File: config.mk
export PLATFORM = sky130hd
export DESIGN_NAME = sc_acc
export DESIGN_NICKNAME = d
export VERILOG_FILES = /design/src/rtl/sc_acc_pkg.sv /design/src/rtl/sc_acc_lane.sv /design/src/rtl/sc_acc.sv
export SDC_FILE = /design/constraint.sdc
export NUM_CORES = 2
export LEC_CHECK = 0
export CORE_AREA = 2 2 460 462
export DETAILED_ROUTE_END_ITERATION = 8
export DIE_AREA = 0 0 462 464
export PLACE_DENSITY = 0.5
export SYNTH_ARGS = -nofsm -noshare
export SYNTH_HDL_FRONTEND = slang
export SYNTH_SLANG_ARGS = --single-unit
export TNS_END_PERCENT = 30
File: constraint.sdc
create_clock -name clk_i -period 23.1 [get_ports clk_i]
set_input_delay 4.62 -clock clk_i [delete_from_list [all_inputs] [get_ports clk_i]]
set_output_delay 4.62 -clock clk_i [all_outputs]
set_load 0.02 [all_outputs]
File: src/rtl/sc_acc_pkg.sv
// Shared types and default sizing for the sc_acc lane-parallel frame accumulator.
package sc_acc_pkg;

  localparam int DEF_DATA_WIDTH = 32;
  localparam int DEF_LANES      = 16;
  localparam int DEF_ACC_WIDTH  = 40;
  localparam int DEF_LEN_WIDTH  = 8;

  // IDLE: waiting for the first beat of a frame
  // ACC : accumulating the remaining beats
  // HOLD: result presented, waiting for downstream acceptance
  typedef enum logic [1:0] {
    IDLE = 2'd0,
    ACC  = 2'd1,
    HOLD = 2'd2
  } state_e;

endpackage

File: src/rtl/sc_acc_lane.sv
// One accumulation lane: load/add of a zero-extended beat with sticky overflow.
// Build option SC_ACC_SAT_EN: clamp an overflowing lane at all-ones instead of wrapping.
module sc_acc_lane #(
  parameter int DATA_WIDTH = 32,
  parameter int ACC_WIDTH  = 40
) (
  input  logic                  clk_i,
  input  logic                  rst_i,
  input  logic                  clear_i,
  input  logic                  load_i,
  input  logic                  add_i,
  input  logic [DATA_WIDTH-1:0] data_i,
  output logic [ACC_WIDTH-1:0]  acc_o,
  output logic                  ovf_o
);

  logic [ACC_WIDTH-1:0] acc_q, acc_d;
  logic                 ovf_q, ovf_d;
  logic [ACC_WIDTH-1:0] ext;
  logic [ACC_WIDTH:0]   sum;

  assign ext = ACC_WIDTH'(data_i);
  assign sum = {1'b0, acc_q} + {1'b0, ext};

  // Next accumulator value; the carry out of the extra sum bit flags overflow.
  always_comb begin
    acc_d = acc_q;
    ovf_d = ovf_q;
    if (clear_i) begin
      acc_d = '0;
      ovf_d = 1'b0;
    end else if (load_i) begin
      acc_d = ext;
      ovf_d = 1'b0;
    end else if (add_i) begin
      ovf_d = ovf_q | sum[ACC_WIDTH];
`ifdef SC_ACC_SAT_EN
      // Once clamped, any further add carries out again, so the lane stays at max.
      acc_d = sum[ACC_WIDTH] ? '1 : sum[ACC_WIDTH-1:0];
`else
      acc_d = sum[ACC_WIDTH-1:0];
`endif
    end
  end

  // Lane registers.
  always_ff @(posedge clk_i or posedge rst_i) begin
    if (rst_i) begin
      acc_q <= '0;
      ovf_q <= 1'b0;
    end else begin
      acc_q <= acc_d;
      ovf_q <= ovf_d;
    end
  end

  assign acc_o = acc_q;
  assign ovf_o = ovf_q;

endmodule

File: src/rtl/sc_acc.sv
// sc_acc: frame accumulator summing len_i beats per lane and presenting the sums
// with a valid/ready handshake. Optional macro SC_ACC_SAT_EN selects saturating lanes.
module sc_acc
  import sc_acc_pkg::*;
#(
  parameter int DATA_WIDTH = DEF_DATA_WIDTH,
  parameter int LANES      = DEF_LANES,
  parameter int ACC_WIDTH  = DEF_ACC_WIDTH,
  parameter int LEN_WIDTH  = DEF_LEN_WIDTH
) (
  input  logic                          clk_i,
  input  logic                          rst_i,
  input  logic                          clear_i,
  input  logic [LEN_WIDTH-1:0]          len_i,
  input  logic                          data_valid_i,
  output logic                          data_ready_o,
  input  logic [LANES*DATA_WIDTH-1:0]   data_i,
  output logic                          data_valid_o,
  input  logic                          data_ready_i,
  output logic [LANES*ACC_WIDTH-1:0]    data_o,
  output logic                          ovf_o
);

  if (ACC_WIDTH < DATA_WIDTH) begin : g_bad_width
    $error("sc_acc: ACC_WIDTH must be >= DATA_WIDTH");
  end

  state_e               state_q, state_d;
  logic [LEN_WIDTH-1:0] cnt_q, cnt_d;
  logic [LEN_WIDTH-1:0] len_q, len_d;
  logic                 rdy_en_q;
  logic                 beat;
  logic                 first_beat;
  logic                 acc_beat;
  logic [LANES-1:0]     lane_ovf;

  // rdy_en_q keeps ready low during reset and the cycle it is released.
  assign data_ready_o = rdy_en_q && (state_q != HOLD);
  assign data_valid_o = (state_q == HOLD);
  assign beat         = data_valid_i && data_ready_o && !clear_i;
  assign ovf_o        = |lane_ovf;

  // Next-state, beat counting and length capture.
  always_comb begin
    state_d    = state_q;
    cnt_d      = cnt_q;
    len_d      = len_q;
    first_beat = 1'b0;
    acc_beat   = 1'b0;
    if (clear_i) begin
      state_d = IDLE;
      cnt_d   = '0;
    end else begin
      case (state_q)
        IDLE: begin
          if (beat) begin
            first_beat = 1'b1;
            len_d      = (len_i == '0) ? LEN_WIDTH'(1) : len_i;
            cnt_d      = LEN_WIDTH'(1);
            state_d    = (len_d == LEN_WIDTH'(1)) ? HOLD : ACC;
          end
        end
        ACC: begin
          if (beat) begin
            acc_beat = 1'b1;
            cnt_d    = cnt_q + LEN_WIDTH'(1);
            if (cnt_d == len_q) state_d = HOLD;
          end
        end
        HOLD: begin
          if (data_ready_i) state_d = IDLE;
        end
        default: state_d = IDLE;
      endcase
    end
  end

  // Control registers.
  always_ff @(posedge clk_i or posedge rst_i) begin
    if (rst_i) begin
      state_q  <= IDLE;
      cnt_q    <= '0;
      len_q    <= '0;
      rdy_en_q <= 1'b0;
    end else begin
      state_q  <= state_d;
      cnt_q    <= cnt_d;
      len_q    <= len_d;
      rdy_en_q <= 1'b1;
    end
  end

  for (genvar k = 0; k < LANES; k++) begin : g_lane
    sc_acc_lane #(
      .DATA_WIDTH(DATA_WIDTH),
      .ACC_WIDTH (ACC_WIDTH)
    ) u_lane (
      .clk_i  (clk_i),
      .rst_i  (rst_i),
      .clear_i(clear_i),
      .load_i (first_beat),
      .add_i  (acc_beat),
      .data_i (data_i[k*DATA_WIDTH +: DATA_WIDTH]),
      .acc_o  (data_o[k*ACC_WIDTH +: ACC_WIDTH]),
      .ovf_o  (lane_ovf[k])
    );
  end

endmodule
==> results.yml <==
status:
  outcome: "complete, no violations"
setup_path:
  cp-end-kind: "flip-flop"
  required_ns: 23.75
  reg2regPathDepth: 9
  arrival_ns: 9.19
  ff2ff_setup_slack_ns: 18.56
  path_max_fanout: 162
  start_kind: "primary input"
  setup.worst_path.class: "primary input to flip-flop"
  r2r-start: "rdy_en_q"
  r2r_end: "g_lane[3].u_lane.acc_o[29]"
routing:
  via_per_inst: 5.27
  drtIter0Drc: 3818
  vias: 55516
  ant_nets: 0
  drc: 0
  wl_per_cell_um: 24.5
  dr.pass1.iters: 6
  wirelength_mm: 258
floorplan:
  fp.dieW_um: 462
  core_um2: 209000
  die_area_um2: 214000
  initial_core_util: 0.264
  ios: 1168
  fp-row-count: 168
  die_y_um: 464
synth:
  yosys.area_share.simple: 0.150
  yosysMostFrequentCell: "o21ai_0"
  synth_fa_ha_area_frac: 0.122
  syn_nets: 7622
  synth-compound-area-share: 0.285
  synth_edf_count: 0
  synth_area_leaders: "dfrtp_1, ha_1, o21ai_0"
  synthMuxAreaShare: 0.0372
  synth_top_area_share: 0.306
  yosysSeqAreaShare: 0.306
  synth_area_um2: 55300
  synth_top_area_cell: "dfrtp_1"
  synth-xor-area-share: 0.0692
  synth_warnings: 0
  synthCells: 6568
  yosysUniqueCellTypes: 100
  synth_common_cells: "o21ai_0, nand2_1, dfrtp_1, a21oi_1, ha_1"
  ys.flop_type: "dfrtp_1"
  avgSynthCellArea_um2: 8.42
  async_reset_ff_frac: 1.00
  ys_ff_latch: 675
  synth_top_family_by_area: "compound AO/OA/AOI/OAI gates"
cts:
  cts_tree: "done"
  clkLatencyLatePin_ns: 0.77
  clk_pin_slew_ns: 0.06
  clockBufferDepth: 3
  clock_sink_count: 675
  root_buffer: "clkbuf_16"
  postCtsHoldBufs: 0
  cts_resized: 0
  htreeDepth: 3
  postCtsSetupBuffers: 0
  cts_buffers: 98
cells_and_area:
  post-route-cell-area_um2: 73300
  finish.utilization: 0.351
  areaGrowthSynthToFinish_pct: 32.6
  drive_gt1_frac: 0.0394
  nets: 8665
place:
  io_buffers: 1167
  gp_congestion: 0.934
  place_hpwl_mm: 198
  placed_cell_area_um2: 69900
global_route:
  grt_max_degree: 163
  grt_first_pass_wirelength_mm: 373
  grt_overflow: 0
  grt_usage: 0.231
  grt_pass1_vias: 53811
  antenna_found_initial: 77
pwr:
  vdd_drop_max_mv: 0.0626
  power.density_nw_per_um2: 56.7
  p_leak_uw: 0.0323
sta:
  fin_worst_skew_ns: 0.0522
  hold_slack_ns: 0.468
  min_period_ns: 8.54
  min_period_over_period: 0.370
  rsz0062_at_grt: "no"
  worst_slew_pin_slew_ns: 1.21
  finalHoldViolations: 0
  slew_headroom: 0.175
  max_clock_freq_ghz: 0.117
  setup_viol: 0
  setup-tns-final_ns: 0
  slew_viol_final: 0
min_path:
  whs_path_depth: 2
  hold_start: "g_lane[15].u_lane.ovf_o"
  min_to: "g_lane[15].u_lane.ovf_o"
  hp-class: "flip-flop to flip-flop"
flow_run:
  cap_violations: 0
[worst max path at each step]
stage | from | endpoint | cells after the start
after floorplan | rst_i | cnt_q[0] | 1
after detailed placement | data_valid_i | g_lane[9].u_lane.acc_o[31] | 10
after global placement | data_valid_i | g_lane[9].u_lane.acc_o[17] | 10
final | data_valid_i | g_lane[3].u_lane.acc_o[29] | 10
after global routing | data_valid_i | g_lane[2].u_lane.acc_o[19] | 10
after CTS | data_valid_i | g_lane[2].u_lane.acc_o[19] | 10
[report_power, final]
part	internal, uW	switching (uW)	total (uW)
clock	940	653	1590
sequential	1250	73.5	1320
combinational	532	715	1250
total	2720	1440	4160
[critical path, stage by stage]
cell,delay (ns)
clkdlybuf4s50_1,0.50
nand2_1,0.15
nor2_1,0.09
nor2_4,0.10
buf_4,0.73
buf_4,0.75
buf_4,0.83
buf_12,0.60
a22oi_1,0.20
o21ai_0,0.13
[state kept, by name, summed over array words and instances (netlist names)]
signal / count
rdy_en_q: 1
g_lane.u_lane.ovf_o: 16
len_q: 8
state_q: 2
cnt_q: 8
g_lane.u_lane.acc_o: 640
[per-layer routing]
layer  up-vias  track usage  routed length [um]
li1      26503            -                   -
met1     26890        0.270              103000
met2      1686        0.378              119000
met3       363       0.0865               24900
met4        74       0.0959               10600
met5         -            0                 500
[placed cells by master, fill, tap and decap left out, types with 161 or more instances in the layout]
| cell type | netlist | routed |
|---|---|---|
| a21o_1 | 285 | 285 |
| a21oi_1 | 572 | 571 |
| a22oi_1 | 173 | 173 |
| clkdlybuf4s50_1 | 0 | 1167 |
| dfrtp_1 | 675 | 674 |
| ha_1 | 513 | 513 |
| inv_1 | 180 | 179 |
| mux2i_1 | 192 | 192 |
| nand2_1 | 698 | 697 |
| nand3_1 | 162 | 161 |
| nor2_1 | 371 | 367 |
| o21ai_0 | 704 | 704 |
| xnor2_1 | 253 | 253 |
| xor2_1 | 184 | 184 |
[per-stage QoR]
stage | setup slack (ns) | total power, uW | std cells
2_1_floorplan | 9.25 | 2090 | 6568
3_3_place_gp | 14.02 | 2580 | 10316
3_5_place_dp | 13.89 | 2580 | 10316
4_1_cts | 14.74 | 4220 | 10495
5_1_grt | 14.39 | 4380 | 10512
6_report | 14.56 | 4160 | 10529
[cell type report]
cell class | instances | area, um2
Fill cell | 21580 | 136000
Multi-Input combinational cell | 5442 | 36800
Sequential cell | 675 | 16900
Timing Repair Buffer | 1213 | 12100
Tap cell | 2805 | 3510
Clock buffer | 144 | 2890
Inverter | 181 | 691
Clock inverter | 35 | 413
Antenna cell | 34 | 85.1
[cells by family after synthesis]
logic type,Yosys count
other cells,1
fa+ha+maj,529
compound gates,2486
xor+xnor,437
mux,204
flops,675
buf+inv,451
simple gates,1785
(Power assumes the default switching activity.)
